## src/rtl/sa_writer_pkg.sv

```systemverilog
// Shared types and constants for the systolic-array result writer.
// Latency: n/a (package only).
// Backpressure: n/a (package only).
package sa_writer_pkg;

    localparam int ADDR_W_DEF  = 6;
    localparam int DATA_W_DEF  = 8;
    localparam int NUM_RESULTS = 4;
    localparam int IDX_W       = $clog2(NUM_RESULTS);

    typedef enum logic [1:0] {
        IDLE  = 2'd0,
        WRITE = 2'd1,
        DONE  = 2'd2
    } state_e;

endpackage

```

## src/rtl/sa_result_writer_if.sv

```systemverilog
// RAM write port shared with the top-level address/data mux.
// Latency: combinational bundle.
// Backpressure: grant from the mux gates every write.
interface sa_result_writer_if #(
    parameter int ADDR_W = 6,
    parameter int DATA_W = 8
);
    logic              grant;
    logic              we;
    logic [ADDR_W-1:0] addr;
    logic [DATA_W-1:0] data;

    modport master (input grant, output we, output addr, output data);
    modport slave  (output grant, input we, input addr, input data);
endinterface

```

## src/rtl/sa_result_buffer.sv

```systemverilog
// Four-entry capture register file for the 2x2 array results; SA_WRITER_RELU_EN clamps negatives to 0 on load.
// Latency: one cycle from load strobe to readable entry; read port is combinational.
// Backpressure: none; a load overwrites all entries.
module sa_result_buffer
    import sa_writer_pkg::*;
#(
    parameter int DATA_W = DATA_W_DEF
) (
    input  logic                               clk,
    input  logic                               rst,
    input  logic                               load_i,
    input  logic [NUM_RESULTS-1:0][DATA_W-1:0] ld_dat_i,
    input  logic [IDX_W-1:0]                   rd_idx_i,
    output logic [DATA_W-1:0]                  rd_dat_o
);

    logic [DATA_W-1:0] entry_q [NUM_RESULTS];
    logic [DATA_W-1:0] entry_d [NUM_RESULTS];

    function automatic logic [DATA_W-1:0] cond_relu(input logic [DATA_W-1:0] v);
`ifdef SA_WRITER_RELU_EN
        return v[DATA_W-1] ? '0 : v;
`else
        return v;
`endif
    endfunction

    always_comb begin
        for (int i = 0; i < NUM_RESULTS; i++) begin
            entry_d[i] = entry_q[i];
            if (load_i) begin
                entry_d[i] = cond_relu(ld_dat_i[i]);
            end
        end
    end

    always_ff @(posedge clk or negedge rst) begin
        if (!rst) begin
            for (int i = 0; i < NUM_RESULTS; i++) begin
                entry_q[i] <= '0;
            end
        end else begin
            for (int i = 0; i < NUM_RESULTS; i++) begin
                entry_q[i] <= entry_d[i];
            end
        end
    end

    assign rd_dat_o = entry_q[rd_idx_i];

endmodule

```

## src/rtl/sa_result_writer.sv

```systemverilog
// Captures the 2x2 array results on en and writes them to RAM at base..base+3 (mod 2^ADDR_W).
// Latency: writes in cycles 1..4 after the en edge, is_done_o in cycle 5 with grant held high.
// Backpressure: grant=0 stalls the current write with addr/data held; en outside IDLE is ignored.
module sa_result_writer
    import sa_writer_pkg::*;
#(
    parameter int ADDR_W = ADDR_W_DEF,
    parameter int DATA_W = DATA_W_DEF
) (
    input  logic                clk,
    input  logic                rst,
    input  logic                en,
    input  logic [ADDR_W-1:0]   result_baseaddr,
    input  logic [DATA_W-1:0]   c11,
    input  logic [DATA_W-1:0]   c12,
    input  logic [DATA_W-1:0]   c21,
    input  logic [DATA_W-1:0]   c22,
    sa_result_writer_if.master  wr,
    output logic                busy_o,
    output logic                is_done_o
);

    state_e            state_q, state_d;
    logic [IDX_W-1:0]  idx_q, idx_d;
    logic [ADDR_W-1:0] base_q, base_d;
    logic              load;
    logic [DATA_W-1:0] rd_dat;

    sa_result_buffer #(
        .DATA_W (DATA_W)
    ) u_buf (
        .clk      (clk),
        .rst      (rst),
        .load_i   (load),
        .ld_dat_i ({c22, c21, c12, c11}),
        .rd_idx_i (idx_q),
        .rd_dat_o (rd_dat)
    );

    always_comb begin
        state_d   = state_q;
        idx_d     = idx_q;
        base_d    = base_q;
        load      = 1'b0;
        wr.we     = 1'b0;
        wr.addr   = '0;
        wr.data   = '0;
        busy_o    = 1'b0;
        is_done_o = 1'b0;
        case (state_q)
            IDLE: begin
                if (en) begin
                    load    = 1'b1;
                    base_d  = result_baseaddr;
                    idx_d   = '0;
                    state_d = WRITE;
                end
            end
            WRITE: begin
                busy_o  = 1'b1;
                wr.we   = wr.grant;
                // Adder width matches the RAM address so the write window wraps.
                wr.addr = base_q + ADDR_W'(idx_q);
                wr.data = rd_dat;
                if (wr.grant) begin
                    if (idx_q == IDX_W'(NUM_RESULTS - 1)) begin
                        state_d = DONE;
                    end else begin
                        idx_d = idx_q + IDX_W'(1);
                    end
                end
            end
            DONE: begin
                is_done_o = 1'b1;
                idx_d     = '0;
                state_d   = IDLE;
            end
            default: begin
                state_d = IDLE;
                idx_d   = '0;
            end
        endcase
    end

    always_ff @(posedge clk or negedge rst) begin
        if (!rst) begin
            state_q <= IDLE;
            idx_q   <= '0;
            base_q  <= '0;
        end else begin
            state_q <= state_d;
            idx_q   <= idx_d;
            base_q  <= base_d;
        end
    end

endmodule

```

## src/flat_wrapper.sv

```systemverilog
// flat-port wrapper written by rule: the top's interface ports become plain ports
module sa_result_writer_flat import sa_writer_pkg::*;
#(
    parameter int ADDR_W = ADDR_W_DEF,
    parameter int DATA_W = DATA_W_DEF
)
  (clk, rst, en, result_baseaddr, c11, c12, c21, c22, busy_o, is_done_o, wr_grant, wr_we, wr_addr, wr_data);
  sa_result_writer_if #(.ADDR_W(ADDR_W), .DATA_W(DATA_W)) wr_i ();
  input  logic clk;
  input  logic rst;
  input  logic en;
  input  logic [ADDR_W-1:0] result_baseaddr;
  input  logic [DATA_W-1:0] c11;
  input  logic [DATA_W-1:0] c12;
  input  logic [DATA_W-1:0] c21;
  input  logic [DATA_W-1:0] c22;
  output logic busy_o;
  output logic is_done_o;
  input wire logic [$bits(wr_i.grant)-1:0] wr_grant;
  output wire logic [$bits(wr_i.we)-1:0] wr_we;
  output wire logic [$bits(wr_i.addr)-1:0] wr_addr;
  output wire logic [$bits(wr_i.data)-1:0] wr_data;
  assign wr_i.grant = wr_grant;
  assign wr_we = wr_i.we;
  assign wr_addr = wr_i.addr;
  assign wr_data = wr_i.data;
  sa_result_writer #(.ADDR_W(ADDR_W), .DATA_W(DATA_W)) u_core (.clk(clk), .rst(rst), .en(en), .result_baseaddr(result_baseaddr), .c11(c11), .c12(c12), .c21(c21), .c22(c22), .wr(wr_i), .busy_o(busy_o), .is_done_o(is_done_o));
endmodule
```

## config.mk

```make
export PLATFORM = sky130hd
export DESIGN_NAME = sa_result_writer_flat
export DESIGN_NICKNAME = d
export VERILOG_FILES = /design/src/rtl/sa_writer_pkg.sv /design/src/rtl/sa_result_writer_if.sv /design/src/rtl/sa_result_buffer.sv /design/src/rtl/sa_result_writer.sv /design/src/flat_wrapper.sv
export SDC_FILE = /design/constraint.sdc
export NUM_CORES = 1
export LEC_CHECK = 0
export BUFFER_PORTS_ARGS = -buffer_cell sky130_fd_sc_hd__buf_4
export CAP_MARGIN = 20
export CORE_UTILIZATION = 35
export DETAILED_ROUTE_END_ITERATION = 7
export PLACE_DENSITY = 0.7
export SLEW_MARGIN = 5
export SYNTH_ARGS = -nofsm -noshare
export SYNTH_HDL_FRONTEND = slang
export SYNTH_SLANG_ARGS = --single-unit
```

## constraint.sdc

```tcl
create_clock -name clk -period 1.5 [get_ports clk]
set_input_delay 0.225 -clock clk [delete_from_list [all_inputs] [get_ports clk]]
set_output_delay 0.225 -clock clk [all_outputs]
set_load 0.05 [all_outputs]
```

Word level (Yosys, flattened, before mapping)
Cells that the tools add are included.
- magnitude comparators: 1
- bitwise logic cells: 1
- eq/ne operators: 7
- $add $sub $neg: 2
- reduce and logical (&&, ||, !) cells: 4
- muxes and demuxes: 18
- operator list (kind ; number):
    $mux W8 ; 3
    $bmux W8 S2 ; 1
    $mux W2 ; 6
    $pmux W2 S2 ; 2
    $add A6 B2 Y6 ; 1
    $mux W6 ; 1
    $ne A2 B2 Y1 const B ; 3
    $reduce_and A3 Y1 ; 2
    $mux W1 ; 5
    $eq A2 B2 Y1 const B ; 2
    $ge A3 B3 Y1 const B ; 1
    $not A2 Y3 ; 1
    $add A2 B1 Y2 const B ; 1
    $eq A2 B1 Y1 const B ; 1
    $logic_not A2 Y1 ; 1
    $ne A2 B1 Y1 const B ; 1
    $reduce_and A2 Y1 ; 1
- register bits after elaboration: 42
- bits of input ports: 42

Logic depth before layout (Yosys ltp)
- depth in word-level cells: 5
- depth in mapped cells: 5
- depth with buffers taken out: 5

Modules after synthesis
From an unflattened synthesis, not the netlist that was laid out.
- cells, all modules: 138
- area, all modules: 2034.5 sq um
- modules (own cells, without submodules) (module ; area each (sq um) ; sequential area each (sq um) ; instances ; cells each):
    sa_result_buffer ; 1411.4 ; 800.8 ; 1 ; 78
    sa_result_writer ; 623.1 ; 250.2 ; 1 ; 60

Least setup slack after synthesis
OpenSTA, ideal clock, no wires.
- kind: register to output
- start point: register u_core.idx_q[1]
- end point: output wr_addr[5]
- path buffers: 0
- slack: -616 ps
- data required time: 1275 ps
- data arrival time: 1891 ps
- stages on the path, launching flop included: 5
- cell sequence: dfrtp_1 ha_1 a21oi_1 or3_1 a21oi_1
- word-level cells in the longest chain between the ends: 2
- RTL lines (what ; RTL line ; RTL):
    from (decl) ; sa_result_writer.sv:24 ; logic [IDX_W-1:0] idx_q, idx_d;
    from (signal assigned) ; sa_result_writer.sv:92 ; idx_q <= idx_d;
    $add A6 B2 Y6 ; sa_result_writer.sv:63 ; wr.addr = base_q + ADDR_W'(idx_q);
    $mux W6 ; sa_result_writer.sv:50 ; case (state_q)
    to (decl) ; flat_wrapper.sv:21 ; output wire logic [$bits(wr_i.addr)-1:0] wr_addr;
Every way passes these cells.

Worst setup path after layout
- start point: register u_core.base_q[1]
- end point: output wr_addr[2]
- word-level cells in the longest chain between the ends: 2
- RTL lines (what ; RTL line ; RTL):
    from (decl) ; sa_result_writer.sv:25 ; logic [ADDR_W-1:0] base_q, base_d;
    from (signal assigned) ; sa_result_writer.sv:93 ; base_q <= base_d;
    $add A6 B2 Y6 ; sa_result_writer.sv:63 ;
    $mux W6 ; sa_result_writer.sv:50 ;
Every way passes these cells.

==> results.yml <==
global_route:
  antenna_found_initial: 0
  grt_pass1_vias: 1457
  grtUsageTotal: 0.154
  grt_first_pass_wirelength_um: 7190
  overflow: 0
  grt_max_degree: 43
synth:
  netlist.area_leader.share: 0.513
  synth-async-reset-ratio: 1.00
  synthFlopType: "dfrtp_1"
  synth_seq_cells: 42
  seq_area_frac_synth: 0.513
  synth_area_per_cell_um2: 15.0
  yosysMostFrequentCell: "dfrtp_1"
  synthCells: 137
  synth_commonest_cells: "dfrtp_1 (42), mux2_2 (30), and2_1 (11), mux2_4 (9), mux4_2 (8)"
  yosys_warnings: 0
  synth_edf_count: 0
  yosys-top-cells-area: "dfrtp_1 (51%), mux2_2 (16%), mux4_2 (8.8%), mux2_4 (6.6%), and2_1 (3.4%)"
  syn-num-nets: 183
  yosysUniqueCellTypes: 30
  yosysTopAreaCell: "dfrtp_1"
  syn-cell-area_um2: 2050
die:
  core_um2: 5570
  die_w_um: 78.5
  die_y_um: 78.5
  ios: 59
  start_util: 0.368
  die-area_um2: 6170
  core.rowCount: 27
timing:
  hold_viol_final: 0
  clock_skew_ns: 0.00446
  finalSetupViolations: 55
  rsz0062_at_grt: "true"
  max_freq_ghz: 0.509
  slew_viol_final: 0
  setup_slack_ns: -0.465
  min_period_ns: 1.96
  worst_pin_slew_ns: 0.535
  maxSlewHeadroom: 0.643
  finalCritPeriodShare: 1.31
  whs_ns: 0.161
finish:
  final_core_utilization: 0.580
  area_growth_pct: 57.6
  fin_nets: 269
  fillCellCount: 488
  final_area_um2: 3230
  drive_gt1_frac: 0.752
  antenna_cells: 0
placed_design:
  dp.final_hpwl_um: 3030
  place_area_um2: 2720
  gp_congestion: 0.679
  port_buffers: 58
drt:
  drt-total-wl_um: 5030
  avgRoutedWirePerCell_um: 17.1
  vias_per_cell: 4.85
  ant_nets: 0
  vias: 1427
  drtIter0Drc: 34
  route.detailed.drc: 0
  dr.pass1.iters: 3
clock_network:
  cts_made_buffers: 5
  cts_sinks: 42
  cts_tree: "built"
  htree_levels: 2
  clk_pin_slew_worst_paths_ns: 0.08
  cts_max_path_buffers: 2
  clock_latency_ns: 0.29
  root_buffer: "clkbuf_8"
pwr:
  share_seq_of_total_power: 0.247
  p_int_mw: 5.01
  power_frac_comb: 0.667
  power_frac_clock: 0.086
  swShare: 0.401
  power.switching_mw: 3.36
  peakVddDrop_uv: 2040
  p_leak_nw: 1.50
  power_density_nw_per_um2: 2590
status:
  failed_checks: "negative setup slack"
  status: "complete, but fails checks"
setup_path:
  cp_max_fo: 3
  end_kind: "primary output"
  cp.required_ns: 1.27
  cp-start-kind: "register"
  critPathLaunch: "u_core.base_q[1]$_DFFE_PN0P_"
  crit_type: "register to primary output"
  r2r_start: "u_core.state_q[0]$_DFFE_PN0P_"
  cp.arrival_ns: 1.74
flow_run:
  cap_violations: 0
min_path:
  hold_path.class: "input port to register"
  min-delay-start: "c12[2]"
==> logic make-up (layout without fill, tap and decap cells) <==
family / Yosys count / after routing / share of synthesized area
compound gates: 8 / 8 / 0.0244
xor+xnor: 2 / 2 / 0.00854
fa+ha+maj: 4 / 4 / 0.0281
buf+inv: 10 / 95 / 0.0335
flops: 42 / 42 / 0.513
mux: 47 / 47 / 0.318
simple gates: 24 / 24 / 0.0744
==> repair_timing <==
action,CTS,global route
gates resized for setup,23,42
gates cloned,1,4
hold endpoints to repair,42,0
hold buffers,1,0
buffers inserted,5,7
pin swaps,4,0
setup endpoints to repair,16,56
==> metal layers <==
metal,track usage,share of wire
met3,0.0535,0.060
met5,0,0
met1,0.204,0.47
met2,0.242,0.47
met4,0.0333,0.0080
==> metrics by stage <==
stage                     setup TNS [ns]  std cells  power [mW]  setup WS [ns]
after detailed placement           -1.90        272        6.60         -0.196
after global placement             -1.48        272        6.51         -0.169
final                             -10.34        294        8.37         -0.465
after floorplan                   -0.527        137        5.45         -0.163
after global routing              -13.88        294        8.80         -0.527
after CTS                          -6.85        285        7.75         -0.475
==> sequential cells by signal, indices dropped and copies added (netlist names) <==
name,count
u_core.state_q,2
u_core.u_buf.entry_q,32
u_core.idx_q,2
u_core.base_q,6
==> critical path, stage by stage (launching register included) <==
cell	delay, ns
dfrtp_1	0.43
buf_6	0.14
fa_2	0.39
xnor2_1	0.26
nor2_4	0.04
buf_4	0.19
==> layout make-up <==
type / count / area (um2) / area share
Clock buffer: 6 / 82.6 / 0.0256
Inverter: 3 / 18.8 / 0.00581
Multi-Input combinational cell: 85 / 1170 / 0.361
Sequential cell: 42 / 1050 / 0.325
Tap cell: 72 / 90.1 / 0.0279
Timing Repair Buffer: 85 / 813 / 0.252
Timing Repair inverter: 1 / 8.76 / 0.00271
==> placed cells by master (no fill, tap or decap), drive strengths merged <==
| cell | netlist | final |
|---|---|---|
| a21o | 1 | 1 |
| nor2b | 3 | 3 |
| and3 | 2 | 2 |
| dfrtp | 42 | 42 |
| dlygate4sd3 | 0 | 1 |
| mux4 | 8 | 8 |
| mux2 | 39 | 39 |
| inv | 3 | 4 |
| o21ai | 2 | 2 |
| clkbuf | 0 | 9 |
| xnor2 | 1 | 1 |
| buf | 7 | 81 |
| nand3 | 2 | 2 |
| a21oi | 3 | 3 |
| and2 | 11 | 11 |
| nor2 | 2 | 2 |
| nand2 | 1 | 1 |
| a311oi | 1 | 1 |
| or3 | 2 | 2 |
| fa | 1 | 1 |
| xor2 | 1 | 1 |
| or2b | 1 | 1 |
| a22o | 1 | 1 |
| ha | 3 | 3 |
==> path summary, 6_finish.rpt <==
kind | to | slack, ns | cells after the start
max | wr_addr[2] | -0.46 | 5
min | u_core.u_buf.entry_q[18]$_DFFE_PN0P_ | 0.16 | 2
max reg2reg | u_core.base_q[1]$_DFFE_PN0P_ | -0.17 | 7
min reg2reg | u_core.u_buf.entry_q[7]$_DFFE_PN0P_ | 0.51 | 1
max in group asynchronous | u_core.u_buf.entry_q[19]$_DFFE_PN0P_ | 0.66 | 2
min in group asynchronous | u_core.u_buf.entry_q[25]$_DFFE_PN0P_ | 0.48 | 2
==> power groups by stage <==
stage,clock [mW],combinational (mW),sequential (mW)
2_1_floorplan,0,3.48,1.97
3_3_place_gp,0,4.48,2.03
3_5_place_dp,0,4.54,2.05
4_1_cts,0.745,4.98,2.02
5_1_grt,0.787,5.88,2.14
6_report,0.720,5.59,2.06
No activity file was read; power rests on OpenSTA's default activity.
